**config.mk**
```make
export PLATFORM = sky130hd
export DESIGN_NAME = switch_debouncer
export DESIGN_NICKNAME = d
export VERILOG_FILES = /design/src/rtl/switch_debouncer.sv
export SDC_FILE = /design/constraint.sdc
export NUM_CORES = 1
export LEC_CHECK = 0
export CORE_MARGIN = 5
export CORE_UTILIZATION = 45
export CTS_BUF_LIST = sky130_fd_sc_hd__clkbuf_4 sky130_fd_sc_hd__clkbuf_8
export DETAILED_ROUTE_END_ITERATION = 10
export PLACE_DENSITY = 0.65
export RECOVER_POWER = 100
export SETUP_SLACK_MARGIN = 0.1
export SLEW_MARGIN = 30
export SYNTH_ARGS = -nofsm -noshare
export SYNTH_HDL_FRONTEND = slang
export SYNTH_SLANG_ARGS = --single-unit
```
**constraint.sdc**
```tcl
create_clock -name clk -period 3 [get_ports clk]
set_input_delay 0.3 -clock clk [delete_from_list [all_inputs] [get_ports clk]]
set_output_delay 0.3 -clock clk [all_outputs]
set_load 0.005 [all_outputs]
```
**src/rtl/switch_debouncer.sv**
```systemverilog
// switch_debouncer: two-flop synchroniser and per-channel debounce FSM with registered edge pulses.
// Define SWITCH_DEBOUNCE_TOGGLE_EN to add sw_toggle, which flips on every debounced rising edge.
module switch_debouncer #(
  parameter int NUM_SW = 16,
  parameter int DEBOUNCE_CYCLES = 1_000_000
) (
  input  logic              clk,
  input  logic              rst_n,
  input  logic [NUM_SW-1:0] sw_raw,
  output logic [NUM_SW-1:0] sw_clean,
  output logic [NUM_SW-1:0] sw_rise,
  output logic [NUM_SW-1:0] sw_fall
`ifdef SWITCH_DEBOUNCE_TOGGLE_EN
  ,
  output logic [NUM_SW-1:0] sw_toggle
`endif
);
  localparam int CW = $clog2(DEBOUNCE_CYCLES + 1);
  localparam logic [CW-1:0] CMAX = CW'(DEBOUNCE_CYCLES);
  typedef enum logic {STABLE, PENDING} state_t;
  logic [NUM_SW-1:0] s1, s2, mis, upd;
  state_t st [NUM_SW];
  state_t st_n [NUM_SW];
  logic [CW-1:0] cnt [NUM_SW];
  logic [CW-1:0] cnt_n [NUM_SW];
  always_ff @(posedge clk) begin
    if (!rst_n) begin
      s1 <= '0;
      s2 <= '0;
      sw_clean <= '0;
      sw_rise <= '0;
      sw_fall <= '0;
      for (int i = 0; i < NUM_SW; i++) begin
        st[i] <= STABLE;
        cnt[i] <= '0;
      end
    end else begin
      s1 <= sw_raw;
      s2 <= s1;
      sw_clean <= sw_clean ^ upd;
      sw_rise <= upd & s2;
      sw_fall <= upd & ~s2;
      for (int i = 0; i < NUM_SW; i++) begin
        st[i] <= st_n[i];
        cnt[i] <= cnt_n[i];
      end
    end
  end
  // A mismatch in STABLE enters PENDING with cnt = 1 (cnt is 0 there), so CMAX = 1 accepts one cycle later.
  always_comb begin
    mis = s2 ^ sw_clean;
    upd = '0;
    for (int i = 0; i < NUM_SW; i++) begin
      upd[i] = mis[i] && st[i] == PENDING && cnt[i] == CMAX;
      st_n[i] = (mis[i] && !upd[i]) ? PENDING : STABLE;
      cnt_n[i] = (mis[i] && !upd[i]) ? cnt[i] + 1'b1 : '0;
    end
  end
`ifdef SWITCH_DEBOUNCE_TOGGLE_EN
  always_ff @(posedge clk)
    sw_toggle <= !rst_n ? '0 : sw_toggle ^ sw_rise;
`endif
endmodule
```
# [After elaboration in Yosys (flattened, before gate mapping)]
# Memories as Yosys holds them, arrays and structs flattened.
# Index checks and enable logic that the tools add are counted.
[totals] reg_bits=80 ram_bits=336 in_bits=18 out_inout_bits=48 wordCells=206 memories=2
[classes] addsub=16 n_eq_ne=16 muxes=66 bitwise_logic=37 n_reduce_logical=64
[mem_list] memory="cnt" depth=16 word_bits=20 read_ports=16 rd_clocked_by_memory_dff=0 write_ports=16 line="24" text="logic [CW-1:0] cnt [NUM_SW];"
[mem_list] memory="st" depth=16 word_bits=1 read_ports=16 rd_clocked_by_memory_dff=0 write_ports=16 line="22" text="state_t st [NUM_SW];"
[ops] cell="20-bit 2-to-1 mux" n=32
[ops] cell="20-bit by 1-bit adder with 20-bit output (second input constant)" n=16
[ops] cell="20-bit equality test (second input constant)" n=16
[ops] cell="1-bit logical AND" n=48
[ops] cell="1-bit 2-to-1 mux" n=34
[ops] cell="16-bit AND" n=2
[ops] cell="1-bit OR" n=32
[ops] cell="16-bit bitwise XOR" n=2
[ops] cell="1-bit zero test" n=16
[ops] cell="16-bit NOT" n=1

# [Depth between registers and ports, before layout]
[logic_depth] depth_word=7 depth_mapped=8 depth_no_buf=7

# [Worst setup path after synthesis]
# OpenSTA, ideal clock, no wires.
[synth_path] path_type="flip-flop to flip-flop" startpoint="mem cnt[10][0] (netlist name)" endpoint="mem cnt[10][18] (netlist name)" setup_ns=0.071 arrival_time_ns=1.902 required_ns=2.929 path_slack_ns=1.027 path_stages_with_launch=7 path_buffers=1 synth_period_minus_slack_ns=1.973 cell_sequence="dfxtp_1 -> ha_1 -> nand3_1 -> or4_1 -> clkbuf_1 -> or4_1 -> a21oi_1"
[synth_rtl] item="start: declaration" line="24"

==> out/qor.yml <==
hold_path:
  holdPathEnd: "s1[4]"
  hold_class: "in2reg"
  hp-start: "sw_raw[4]"
  hold_depth: 2
synthesis:
  postSynth.asyncResetShare_pct: 0
  synth_top_area_share_pct: 46.83
  synth_area_per_cell_um2: 8.795
  synth_edf_count: 0
  yosys_most_used_dff: "dfxtp_1"
  ys_ff_latch: 416
  yosysUniqueCellTypes: 48
  ys_seq_area_share_pct: 46.83
  syn-num-nets: 2072
  yosysWarnings: 0
  synth_top_cell_by_area: "dfxtp_1"
  synth_area_mm2: 0.01778
  syn_inst: 2022
  synth.area.top_cells: "dfxtp_1, xnor2_1, nor2_1"
floorplan:
  core_mm2: 0.03892
  io_pins: 66
  floorplan.initialDensity_pct: 45.70
  die_height_um: 208.8
  rows: 72
  die_w_um: 208.8
  die-area_mm2: 0.04359
pwr:
  switchingPower_mw: 2.303
  switching_share_pct: 20.82
  pwr-share-seq_pct: 50.5
  clockPowerShare_pct: 48.3
  p_leak_nw: 6.419
  peakVddDrop_mv: 0.4051
  combinationalPowerShare_pct: 1.2
  powerDensity_mw_per_mm2: 541.1
  internal-power_mw: 8.756
routing:
  wl_per_cell_um: 13.07
  via_count: 14136
  drc_errors: 0
  via_per_inst: 5.261
  drtIter0Drc: 663
  totalWireLength_mm: 35.11
  firstDrtPassIters: 4
  antenna_left: 0
critical_path:
  path_cells: "or4b_1 > or4_1 > o211ai_1 > buf_4 > nor2_1"
  r2r_setup_slack_ps: 430
  slowest_stage: "o211ai_1"
  worst_setup_path_start_kind: "register"
  path_max_fanout: 13
  cpPeakStageDelay_ps: 640
  criticalPathCategory: "reg2reg"
  end_kind: "register"
  cp_data_arrival_time_ps: 3050
  timing.rr.start: "cnt[4][3]"
  r2r_end: "cnt[4][5]"
  reg2regPathDepth: 5
  critical_path_required_ps: 3480
placement:
  dp_worst_setup_slack_ps: 665.3
  dp_hpwl_mm: 23.64
  gp_congestion: 0.8134
  io_buffers: 65
timing:
  slew_headroom_pct: 22.15
  rsz0062_at_grt: "false"
  skew_ps: 19.91
  min_period_ps: 2567
  tns_ps: 0
  hold_viol_final: 0
  setup_slack_ps: 433.5
  setup_viol: 0
  fin_crit_sh_pct: 85.55
  drv_slew: 0
  tightestPinTransition_ps: 1155
  max_freq_mhz: 389.6
final_layout:
  final_cell_mix: "dfxtp_1, nor2_1, xnor2_1"
  fillers: 3669
  mostFrequentLayoutCell: "dfxtp_1"
  seqCellArea_mm2: 0.008328
  multi_input_area_mm2: 0.008692
  diodes: 0
  drive_above_1_share_pct: 7.792
  fin_nets: 2167
  area_growth_syn_to_layout_pct: 14.92
clock_tree:
  cts_tree: "built"
  numCtsBuffers: 73
  htree_num_levels: 3
  clk_latency_ps: 590
  cts_resized: 0
  hold_buffers: 0
  clock_sinks: 416
  cts.path.max_buffers: 3
  cts-root-buf: "clkbuf_8"
  post_cts_buffers: 0
  path_clk_slew_ps: 60
global_route:
  grt_overflow: 0
  antenna_found_initial: 2
  grt_pass1_wl_mm: 60.68
  grt_usage_pct: 15.79
  grt_pass1_vias: 13332
  grt_max_degree: 50
status:
  status: "finished clean"
job:
  cap_violations: 0
-- how the worst max path moves through the flow --
stage	startpoint	to	slack, ps	cells past startpoint
2_1_floorplan	cnt[10][0]	cnt[10][18]	1030	6
3_3_place_gp	cnt[2][15]	cnt[2][4]	740	5
3_5_place_dp	cnt[2][15]	cnt[2][3]	670	5
4_1_cts	cnt[2][15]	cnt[2][12]	670	5
5_1_grt	cnt[10][9]	cnt[10][17]	270	5
6_report	cnt[4][3]	cnt[4][5]	430	5
-- cells in the mapped netlist (2+ instances only) --
cell	instances
a21o_1	2
a21oi_1	99
a31o_2	5
and2_1	40
and3_1	14
and4_1	27
buf_1	2
buf_2	16
buf_4	4
clkbuf_1	40
dfxtp_1	416
ha_1	32
inv_1	118
inv_2	4
nand2_1	104
nand3_1	104
nand3b_1	8
nand4_1	79
nor2_1	285
nor2b_1	4
nor3_1	49
nor4_1	51
nor4b_1	29
nor4bb_1	7
o211ai_1	3
o211ai_2	3
o21ai_0	55
o21bai_1	5
o31ai_1	40
o41ai_1	2
or2_0	2
or2_2	12
or3_1	65
or3b_2	2
or4_1	50
or4_4	7
or4b_1	7
or4bb_1	2
xnor2_1	139
xor2_1	81
-- critical path: cells and delay by family, from the launching register on --
| kind | cells | cell delay [ps] |
|---|---|---|
| compound gates | 1 | 640 |
| buf+inv | 1 | 320 |
| flops | 1 | 350 |
| simple gates | 3 | 1150 |
-- area by class of cell --
cell class | instances | area share, %
Clock buffer | 119 | 7.341
Multi-Input combinational cell | 1420 | 42.53
Tap cell | 518 | 3.172
Sequential cell | 416 | 40.75
Inverter | 122 | 2.241
Clock inverter | 8 | 0.2204
Timing Repair Buffer | 84 | 3.741
-- power groups by stage --
stage	logic [mW]	clock network, mW	registers, mW
floorplan	0.0827	0	5.69
global placement	0.139	0	5.70
detailed placement	0.142	0	5.70
CTS	0.143	5.56	5.58
global route	0.154	5.84	5.58
finish	0.135	5.34	5.58
-- stage by stage --
stage                     util [%]  total power [mW]  area (um^2)  std cells  hold slack (ps)
after floorplan                  -             5.775        17780       2022            410.8
after global placement       48.69             5.837        18950       2560            414.2
after detailed placement     48.69             5.841        18950       2560            419.9
after CTS                    52.67             11.28        20500       2687            224.0
after global routing         52.51             11.58        20440       2687            240.9
final                        52.51             11.06        20440       2687            288.2
-- logic make-up (layout without fill, tap and decap cells) --
| group | Yosys count | after routing | synth area share [%] |
|---|---|---|---|
| adders and majority gates | 32 | 32 | 2.251 |
| buffers and inverters | 186 | 333 | 4.172 |
| DFF | 416 | 416 | 46.83 |
| xor gates and xnor gates | 220 | 220 | 10.84 |
| AOI/OAI and AO/OA | 214 | 214 | 7.001 |
| and+or+nand+nor | 954 | 954 | 28.91 |
-- flip-flops by register name (all words and copies together), names as in the netlist --
| signal | count |
|---|---|
| st | 16 |
| sw_clean | 16 |
| s1 | 16 |
| s2 | 16 |
| sw_rise | 16 |
| cnt | 320 |
| sw_fall | 16 |
-- metal layers --
layer / GRT usage, % / vias to the layer above / wire (um)
li1: - / 7256 / -
met1: 20.45 / 6606 / 16770
met2: 25.79 / 204 / 16090
met3: 4.019 / 68 / 1425
met4: 5.423 / 2 / 801
met5: 0 / - / 20
(Power assumes the default switching activity.)
==> RTL change (same flow settings) <==
Add a define of `SWITCH_DEBOUNCE_TOGGLE_EN`.
--- a/src/rtl/switch_debouncer.sv
+++ b/src/rtl/switch_debouncer.sv
@@ -1,5 +1,7 @@
 // switch_debouncer: two-flop synchroniser and per-channel debounce FSM with registered edge pulses.
 // Define SWITCH_DEBOUNCE_TOGGLE_EN to add sw_toggle, which flips on every debounced rising edge.
+`define SWITCH_DEBOUNCE_TOGGLE_EN
+
 module switch_debouncer #(
   parameter int NUM_SW = 16,
   parameter int DEBOUNCE_CYCLES = 1_000_000
Function (old outputs only; new: sw_toggle): no difference found for any inputs over 10 cycles, from zero or initial values and one cycle with rst_n low; that may be too few to reach the edited logic, so the function may still have changed.
==> RTL change against the original RTL <==
The run now ends with capacitance limit, slew limit left; via count up 1.5%; cell area grew 4.5%; synthesized area is 3.2% higher; sequential power rose by 3.8%; synthesized cell count is 2.8% higher; sequential cell count rose by 16; clock skew grew 0.0016 ns; worst setup slack better by 0.022 ns; power rose by 6.9%; routed wire length grew 3.0%.
==> RTL change: results (changes against the original RTL) <==
* Commonest cells post-synth: dfxtp_1 (432), nor2_1 (308), xnor2_1 (176) (was dfxtp_1 (416), nor2_1 (285), xnor2_1 (139))
* GRT Overall Usage at 0.1597 (was 0.1579)
* Total Routed Length at 36.15 mm (was 35.11 mm)
* First-pass GRT wire length at 62.36 mm (was 60.68 mm)
* Synth area leaders: dfxtp_1 (47%), xnor2_1 (8.4%), nor2_1 (6.3%) (was dfxtp_1 (47%), xnor2_1 (6.8%), nor2_1 (6.0%))
* Largest net degree at the start of global routing at 46 (was 50)
* Synth cell types at 45 (was 48)
* IO Port Bufs at 81 (was 65)
* IR drop worst, VDD at 0.3736 mV (was 0.4051 mV)
* Peak fanout along the critical path at 45 (was 13)
* Leakage Power at 6.848 nW (was 6.419 nW)
* Slowest cell on the critical path: clkbuf_1 (was o211ai_1)
* Status: complete, but fails checks (was finished, final reports clean)
* WL met2 at 16.61 mm (was 16.09 mm)
* Met3 Use GR at 0.04046 (was 0.04019)
* WL per Instance at 12.97 µm (was 13.07 µm)
* Critical path's largest stage delay at 1.54 ns (was 0.64 ns)
* GRT met2 Usage at 0.2672 (was 0.2579)
* Met3 wire len at 1.617 mm (was 1.425 mm)
* # fillers at 3,726 (was 3,669)
* Initial antenna violation count at 1 (was 2)
* DR top layer: met4 (was met5)
* CP arrival at 3.06 ns (was 3.05 ns)
* DR vias at 14,340 (was 14,140)
* Layout Skew at 0.02148 ns (was 0.01991 ns)
* Placed insts at 2,651 (was 2,560)
* Actual slew at the worst max-slew pin at 2.161 ns (was 1.155 ns)
* Layout cell share with drive strength beyond 1 at 0.08245 (was 0.07792)
* Post-layout nets at 2,246 (was 2,167)
* Max Slew Vio Count at 46 (was 0)
* Placement Setup Slack at 0.6588 ns (was 0.6653 ns)
* Starting DRT DRC Count at 761 (was 663)
* Failing checks: capacitance limit, slew limit
* Synthesized net count at 2,129 (was 2,072)
* Hold path start: sw_raw[9] (was sw_raw[4])
* Grt met1 use at 0.2042 (was 0.2045)
* Max-Cap Viols at 1 (was 0)
* Reg2Reg Capture Point: cnt[0][211] (was cnt[4][5])
* Hpwl dp at 24.43 mm (was 23.64 mm)
[RTL change: metrics by stage]
stage | cell area, µm² | hold WS (ns)
floorplan | 18350 | 0.4119
global placement | 19710 | 0.4145
detailed placement | 19710 | 0.4177
CTS | 21430 | 0.1830
global route | 21360 | 0.2246
finish | 21360 | 0.2826
[RTL change: area by class of cell]
| type | instances | area, µm² | share of cell area |
|---|---|---|---|
| clock buffer | 124 | 1607 | 0.07522 |
| clock inverter | 13 | 117.6 | 0.005507 |
| inverter | 129 | 484.2 | 0.02267 |
| multi-input combinational | 1457 | 8915 | 0.4174 |
| sequential | 432 | 8648 | 0.4049 |
| tap | 532 | 665.6 | 0.03117 |
| timing repair buffer | 101 | 919.6 | 0.04306 |
[RTL change: cells by family (layout without fill, tap and decap cells)]
group	after synthesis	after routing	share of synthesized area
AND/OR/NAND/NOR	989	989	0.2872
buffers and inverters	190	367	0.04119
adder cells (fa/ha/maj)	32	32	0.02182
flip-flops	432	432	0.4714
XOR/XNOR	252	252	0.1203
AO/OA/AOI/OAI	184	184	0.05804
[RTL change: where the power goes]
| part | total [mW] | switching (mW) | internal (mW) |
|---|---|---|---|
| clock network | 5.90 | 2.34 | 3.55 |
| logic | 0.133 | 0.0823 | 0.0505 |
| registers | 5.79 | 0.0216 | 5.77 |
[RTL change: worst max path at each step]
| stage | to | slack, ns | cells past startpoint |
|---|---|---|---|
| after floorplan | cnt[0][18] | 1.04 | 6 |
| after global placement | cnt[0][269] | 0.82 | 4 |
| after detailed placement | cnt[0][273] | 0.66 | 4 |
| after CTS | cnt[0][273] | 0.66 | 4 |
| after global routing | cnt[0][317] | 0.23 | 6 |
| final | cnt[0][317] | 0.46 | 6 |
